===== src/rtl/conversor_bcd_bin_seq_if.sv =====
// rtl/conversor_bcd_bin_seq_if.sv - start/busy/done handshake and data bus of the BCD<->binary converter
interface conversor_bcd_bin_seq_if #(
  parameter int DIGITS = 4,
  parameter int BIN_W  = 14
);
  logic                  start;
  logic                  mode;
  logic [4*DIGITS-1:0]   bcd_in;
  logic [BIN_W-1:0]      bin_in;
  logic [BIN_W-1:0]      bin_out;
  logic [4*DIGITS-1:0]   bcd_out;
  logic                  busy;
  logic                  done;
  logic                  err;

  modport master (
    output start, mode, bcd_in, bin_in,
    input  bin_out, bcd_out, busy, done, err
  );

  modport slave (
    input  start, mode, bcd_in, bin_in,
    output bin_out, bcd_out, busy, done, err
  );
endinterface


===== src/rtl/conversor_bcd_bin_seq.sv =====
// rtl/conversor_bcd_bin_seq.sv - sequential BCD<->binary converter (mode 0: acc*10+digit, mode 1: double dabble)
// Define BCD_CHECK_EN to enable invalid-digit / overflow detection (err) and mode 1 saturation.
module conversor_bcd_bin_seq #(
  parameter int DIGITS = 4,
  parameter int BIN_W  = 14
) (
  input  logic clk,
  input  logic rst,
  conversor_bcd_bin_seq_if.slave bus
);
  localparam int BW = 4 * DIGITS;
  // Working BCD register is wide enough for any BIN_W-bit value, so the visible digits are exact or truncated.
  localparam int BD = (BIN_W + 2) / 3;
  localparam int DW = 4 * BD;
  localparam int AW = BIN_W + 4;
  localparam int CW = $clog2(BIN_W + DIGITS + 1);

  typedef enum logic [1:0] {IDLE, CONV, FIN} state_t;

  state_t           state, state_n;
  logic             load, step, fin;
  logic             m;
  logic [CW-1:0]    cnt;
  logic [AW-1:0]    acc, acc_n;
  logic [BW-1:0]    bsh;
  logic [3:0]       digit;
  logic [DW-1:0]    dd;
  logic [BIN_W-1:0] bsr;
  logic [DW+BIN_W-1:0] pair_n;
  logic             busy_r, done_r;
  logic [BIN_W-1:0] bin_r;
  logic [BW-1:0]    bcd_r;
`ifdef BCD_CHECK_EN
  logic             bad, err_r, ovf;
`endif

  function automatic logic [DW-1:0] dabble(input logic [DW-1:0] v);
    logic [DW-1:0] r;
    r = v;
    for (int i = 0; i < BD; i++)
      if (r[4*i +: 4] >= 4'd5) r[4*i +: 4] = r[4*i +: 4] + 4'd3;
    return r;
  endfunction

  always_ff @(posedge clk) begin
    if (rst) state <= IDLE;
    else     state <= state_n;
  end

  always_comb begin
    state_n = state;
    load    = 1'b0;
    step    = 1'b0;
    fin     = 1'b0;
    case (state)
      IDLE: if (bus.start) begin
        load    = 1'b1;
        state_n = CONV;
      end
      CONV: begin
        step = 1'b1;
        if (cnt == '0) state_n = FIN;
      end
      FIN: begin
        fin     = 1'b1;
        state_n = IDLE;
      end
      default: state_n = IDLE;
    endcase
  end

  assign digit  = bsh[BW-1 -: 4];
  assign acc_n  = acc * AW'(10) + {{(AW-4){1'b0}}, digit};
  assign pair_n = {dabble(dd), bsr} << 1;
`ifdef BCD_CHECK_EN
  assign ovf    = |dd[DW-1:BW];
`endif

  always_ff @(posedge clk) begin
    if (rst) begin
      m      <= 1'b0;
      cnt    <= '0;
      acc    <= '0;
      bsh    <= '0;
      dd     <= '0;
      bsr    <= '0;
      busy_r <= 1'b0;
      done_r <= 1'b0;
      bin_r  <= '0;
      bcd_r  <= '0;
`ifdef BCD_CHECK_EN
      bad    <= 1'b0;
      err_r  <= 1'b0;
`endif
    end else begin
      done_r <= fin;
      if (load) begin
        m      <= bus.mode;
        acc    <= '0;
        bsh    <= bus.bcd_in;
        dd     <= '0;
        bsr    <= bus.bin_in;
        cnt    <= bus.mode ? CW'(BIN_W - 1) : CW'(DIGITS - 1);
        busy_r <= 1'b1;
`ifdef BCD_CHECK_EN
        bad    <= 1'b0;
`endif
      end
      if (step) begin
        if (cnt != '0) cnt <= cnt - 1'b1;
        if (!m) begin
          acc <= acc_n;
          bsh <= bsh << 4;
`ifdef BCD_CHECK_EN
          bad <= bad | (digit > 4'd9);
`endif
        end else begin
          dd  <= pair_n[DW+BIN_W-1:BIN_W];
          bsr <= pair_n[BIN_W-1:0];
        end
      end
      if (fin) begin
        busy_r <= 1'b0;
        if (!m) bin_r <= acc[BIN_W-1:0];
`ifdef BCD_CHECK_EN
        else    bcd_r <= ovf ? {DIGITS{4'h9}} : dd[BW-1:0];
        err_r  <= m ? ovf : bad;
`else
        else    bcd_r <= dd[BW-1:0];
`endif
      end
    end
  end

  assign bus.busy    = busy_r;
  assign bus.done    = done_r;
  assign bus.bin_out = bin_r;
  assign bus.bcd_out = bcd_r;
`ifdef BCD_CHECK_EN
  assign bus.err     = err_r;
`else
  assign bus.err     = 1'b0;
`endif
endmodule


===== src/flat_wrapper.sv =====
// flat-port wrapper written by rule: the top's interface ports become plain ports
module conversor_bcd_bin_seq_flat 
#(
  parameter int DIGITS = 4,
  parameter int BIN_W  = 14
)
  (clk, rst, bus_start, bus_mode, bus_bcd_in, bus_bin_in, bus_bin_out, bus_bcd_out, bus_busy, bus_done, bus_err);
  conversor_bcd_bin_seq_if #(.DIGITS(DIGITS), .BIN_W(BIN_W)) bus_i ();
  input  logic clk;
  input  logic rst;
  input wire logic [$bits(bus_i.start)-1:0] bus_start;
  input wire logic [$bits(bus_i.mode)-1:0] bus_mode;
  input wire logic [$bits(bus_i.bcd_in)-1:0] bus_bcd_in;
  input wire logic [$bits(bus_i.bin_in)-1:0] bus_bin_in;
  output wire logic [$bits(bus_i.bin_out)-1:0] bus_bin_out;
  output wire logic [$bits(bus_i.bcd_out)-1:0] bus_bcd_out;
  output wire logic [$bits(bus_i.busy)-1:0] bus_busy;
  output wire logic [$bits(bus_i.done)-1:0] bus_done;
  output wire logic [$bits(bus_i.err)-1:0] bus_err;
  assign bus_i.start = bus_start;
  assign bus_i.mode = bus_mode;
  assign bus_i.bcd_in = bus_bcd_in;
  assign bus_i.bin_in = bus_bin_in;
  assign bus_bin_out = bus_i.bin_out;
  assign bus_bcd_out = bus_i.bcd_out;
  assign bus_busy = bus_i.busy;
  assign bus_done = bus_i.done;
  assign bus_err = bus_i.err;
  conversor_bcd_bin_seq #(.DIGITS(DIGITS), .BIN_W(BIN_W)) u_core (.clk(clk), .rst(rst), .bus(bus_i));
endmodule

===== config.mk =====
export PLATFORM = sky130hd
export DESIGN_NAME = conversor_bcd_bin_seq_flat
export DESIGN_NICKNAME = d
export VERILOG_FILES = /design/src/rtl/conversor_bcd_bin_seq_if.sv /design/src/rtl/conversor_bcd_bin_seq.sv /design/src/flat_wrapper.sv
export SDC_FILE = /design/constraint.sdc
export NUM_CORES = 1
export LEC_CHECK = 0
export CAP_MARGIN = 30
export CORE_MARGIN = 3
export CORE_UTILIZATION = 45
export DETAILED_ROUTE_END_ITERATION = 16
export PLACE_DENSITY = 0.76
export SYNTH_ARGS = -nofsm -noshare
export SYNTH_HDL_FRONTEND = slang
export SYNTH_SLANG_ARGS = --single-unit
export TNS_END_PERCENT = 5

===== constraint.sdc =====
create_clock -name clk -period 3.2 [get_ports clk]
set_input_delay 0.48 -clock clk [delete_from_list [all_inputs] [get_ports clk]]
set_output_delay 0.48 -clock clk [all_outputs]
set_load 0.01 [all_outputs]

==> results.txt <==
For the final routed database, the setup TNS stands at 0 ns. The remaining routing DRC violations was 0. Ranked by total cell area, the synthesized netlist is headed by sky130_fd_sc_hd__dfxtp_1 42%, sky130_fd_sc_hd__nand2_1 9.7%, sky130_fd_sc_hd__ha_1 8.0%. The number of flops mapped to enable cells by yosys works out to 0. Wires add up to 10700 um. At the worst endpoint, the required time is 3.44 ns. The cell sitting at the root of the clock tree is a sky130_fd_sc_hd__clkbuf_8. The floorplan step defined a die boundary enclosing 0.0120 mm2. Top layer used by detailed routing: met4. The port buffer count came out at 65. sky130_fd_sc_hd__dfxtp_1 takes more of the synthesized area than any other cell.

The number of antenna diodes in the final layout is 0. The type of element launching the critical path was a flip-flop. The clock-pin slew on the worst setup and hold paths came out at 0.09 ns. TritonCTS created 9 clock buffers.

The top-area cell type share of the netlist area was 0.415; the pin count of the biggest net entering global routing was 51. The tools report the half-perimeter wire length after placement as 7800 um. The flow ran to the end, and the final reports show no timing, DRC or antenna violations. The detailed router finished its first iteration with 253 violations.

Across the routed clock network, the largest skew measured is 0.00951 ns. The analysis attributes to cell leakage a power of 2.20 nW. Across the VDD grid, the largest voltage drop is 0.000232 V. In this run the number of H-tree levels came out at 3.

Post-synthesis register bit count: 100. In the detailed route, the total length drawn on met3 is 421 um. The number of max-slew violations in the final report is 0. The dominant cell by count in the synthesized netlist was sky130_fd_sc_hd__nand2_1. Worst hold slack: 0.444 ns. Once layout is done, the placed cells without fillers occupy 0.00572 mm2. At the end of routability-driven placement, the weighted congestion stood at 0.853. The minimum period implied by the final worst setup slack is 3.09 ns, and the instance area at placement is 0.00555 mm2. The logs give 0 for the count of max-cap constraint violations and 0.37 ns for the clock latency of the later-clocked register in the worst-skew pair. The final layout contains 704 nets. The clock passes through at most 2 buffers. The worst hold path belongs to the class flip-flop to flip-flop. The critical setup path kind was flip-flop to flip-flop.

The synthesized area divided by synthesized cell count is 8.17 um2. Clock tree synthesis found a total of 100 sinks. Share of cells above drive strength 1: 0.0453.

Synthesis handed over a netlist of 590 instances. The synthesized cell area was 0.00482 mm2; the global route total overflow was 0. TritonCTS built the clock tree.

The overall global routing resource usage came out at 0.188. The growth of design area from synthesis to finish is 18.7%, and the routed metal-1 wirelength is 4850 um. The tools report the max-slew headroom at the worst pin as 0.370.

Setup repair after global routing left no endpoint under its margin. The logs give 0.415 for the sequential fraction of the synthesis area and 2.44 mW for the final total power. Final hold violation count: 0. Sorting the synthesized cells by how often they occur yields 125 x sky130_fd_sc_hd__nand2_1, 100 x sky130_fd_sc_hd__dfxtp_1, 62 x sky130_fd_sc_hd__nor2_1.

The fraction of synthesis flops using an asynchronous set or reset pin was 0; the average wire per standard cell was 13.8 um. Signal arrival time at the worst endpoint: 3.34 ns. 67 I/O pins were placed.

For the pin with the worst max-slew slack, the measured transition is 0.942 ns. The routed layout has 4132 vias. Setup violations remaining at the end of the flow were counted as 0. The x dimension of the die works out to 109 um. The wire length of the first global-routing pass is 18000 um. The most common flop cell mapped by yosys is sky130_fd_sc_hd__dfxtp_1. The vias per cell is 5.32, and the quantity of hold-fixing buffers added after cts is 0.

The critical-path maximum fanout was 4. The first detailed-routing pass ran for 5 iterations. The number of antenna violations at the first check in global routing is 0. The total number of yosys warnings was 0; the row count was 37. The total met2 wirelength after detailed routing came out at 5240 um. The run gives 0 as the number of nets still failing antenna checks after routing. Counting every net in the synthesized netlist gives 657. Derived from the worst setup path, the maximum achievable clock frequency is 323 MHz.

The number of different library cells used by synthesis comes to 45. The period utilization was 0.966; the height of the die was 109 um. Power spread over the standard cell area amounts to 427 mW/mm2. STA classifies the critical path endpoint as a flip-flop. In this run the standard cell core region covers 0.0104 mm2.

The initial core utilization came out at 0.465. The via count of the first global-routing pass was 3913.
[registers in the layout, summed over array words and instances (netlist names)]
| register | flops |
|---|---|
| u_core.dd | 16 |
| u_core.bus.bcd_out | 16 |
| u_core.bsh | 16 |
| u_core.bus.done | 1 |
| u_core.bus.bin_out | 14 |
| u_core.cnt | 5 |
| u_core.acc | 14 |
| u_core.bus.busy | 1 |
| u_core.state | 2 |
| u_core.m | 1 |
| u_core.bsr | 14 |
[layout by cell type, fill, tap and decap left out, types with 2 or more instances in the layout]
cell type,count
sky130_fd_sc_hd__o32ai_1,3
sky130_fd_sc_hd__nor2_1,62
sky130_fd_sc_hd__nand3_1,7
sky130_fd_sc_hd__nand2_1,125
sky130_fd_sc_hd__or2_2,2
sky130_fd_sc_hd__buf_4,6
sky130_fd_sc_hd__a21oi_1,57
sky130_fd_sc_hd__xor2_1,8
sky130_fd_sc_hd__clkbuf_1,2
sky130_fd_sc_hd__dfxtp_1,99
sky130_fd_sc_hd__a32o_1,5
sky130_fd_sc_hd__fa_1,2
sky130_fd_sc_hd__and3_1,5
sky130_fd_sc_hd__nor2b_1,3
sky130_fd_sc_hd__ha_1,31
sky130_fd_sc_hd__a311oi_1,24
sky130_fd_sc_hd__clkdlybuf4s50_1,64
sky130_fd_sc_hd__mux2i_1,5
sky130_fd_sc_hd__xnor2_1,16
sky130_fd_sc_hd__or3_1,4
sky130_fd_sc_hd__a211oi_1,3
sky130_fd_sc_hd__nand2b_1,6
sky130_fd_sc_hd__inv_1,17
sky130_fd_sc_hd__a22oi_1,13
sky130_fd_sc_hd__a21o_1,2
sky130_fd_sc_hd__clkbuf_8,9
sky130_fd_sc_hd__nor3_1,12
sky130_fd_sc_hd__clkinv_2,2
sky130_fd_sc_hd__o31ai_1,4
sky130_fd_sc_hd__o21ai_0,19
sky130_fd_sc_hd__or3b_2,2
sky130_fd_sc_hd__o2111ai_1,2
[critical path, cell delays in order (launching register included)]
cell	delay, ns
sky130_fd_sc_hd__dfxtp_1	0.40
sky130_fd_sc_hd__ha_1	0.27
sky130_fd_sc_hd__ha_1	0.23
sky130_fd_sc_hd__fa_1	0.45
sky130_fd_sc_hd__a211oi_2	0.28
sky130_fd_sc_hd__o21ai_0	0.12
sky130_fd_sc_hd__a32o_1	0.29
sky130_fd_sc_hd__or3b_4	0.43
sky130_fd_sc_hd__nor4b_4	0.29
sky130_fd_sc_hd__xnor2_1	0.15
sky130_fd_sc_hd__a21oi_1	0.08
[power breakdown]
group / internal (mW) / total (mW) / switching [mW]
clock: 0.351 / 0.752 / 0.400
sequential: 1.30 / 1.34 / 0.0396
combinational: 0.148 / 0.348 / 0.200
[stage by stage]
stage,std cells,util,setup WS (ns)
6_report,776,0.552,0.108
2_1_floorplan,590,-,0.326
3_3_place_gp,762,0.535,0.231
3_5_place_dp,762,0.535,0.153
5_1_grt,776,0.552,0.0114
4_1_cts,776,0.552,0.0980
[cell families after synthesis]
| group | share of synthesized area |
|---|---|
| mux | 0.0104 |
| compound gates | 0.190 |
| buf+inv | 0.0413 |
| flops | 0.415 |
| simple gates | 0.210 |
| xor+xnor | 0.0436 |
| other cells | 0.000778 |
| fa+ha+maj | 0.0888 |
[final timing paths]
check                                    from               to  slack, ns  cells after the start
worst max-delay path            u_core.acc[3]   u_core.acc[13]       0.11                     10
worst min register to register  u_core.cnt[4]  u_core.state[1]       0.44                      1
worst min-delay path            u_core.cnt[4]  u_core.state[1]       0.44                      1
worst max register to register  u_core.acc[3]   u_core.acc[13]       0.11                     10
[routing by layer]
| metal | vias to the layer above | global-route usage |
|---|---|---|
| met3 | 14 | 0.0305 |
| li1 | 2129 | - |
| met4 | 0 | 0.0739 |
| met5 | - | 0 |
| met1 | 1920 | 0.229 |
| met2 | 69 | 0.330 |
[timing repair]
action / CTS / global route
buffers inserted: 0 / 0
gates resized for setup: 0 / 1
endpoints found under the setup margin: 0 / 1
[layout make-up]
type	count	area, um2
tap	136	170
clock inverter	3	40.0
fill	982	4650
multi-input combinational	438	2620
clock buffer	11	131
sequential	100	2000
inverter	17	63.8
timing repair buffer	71	691
Note: power is estimated with default switching activity, not from simulation.
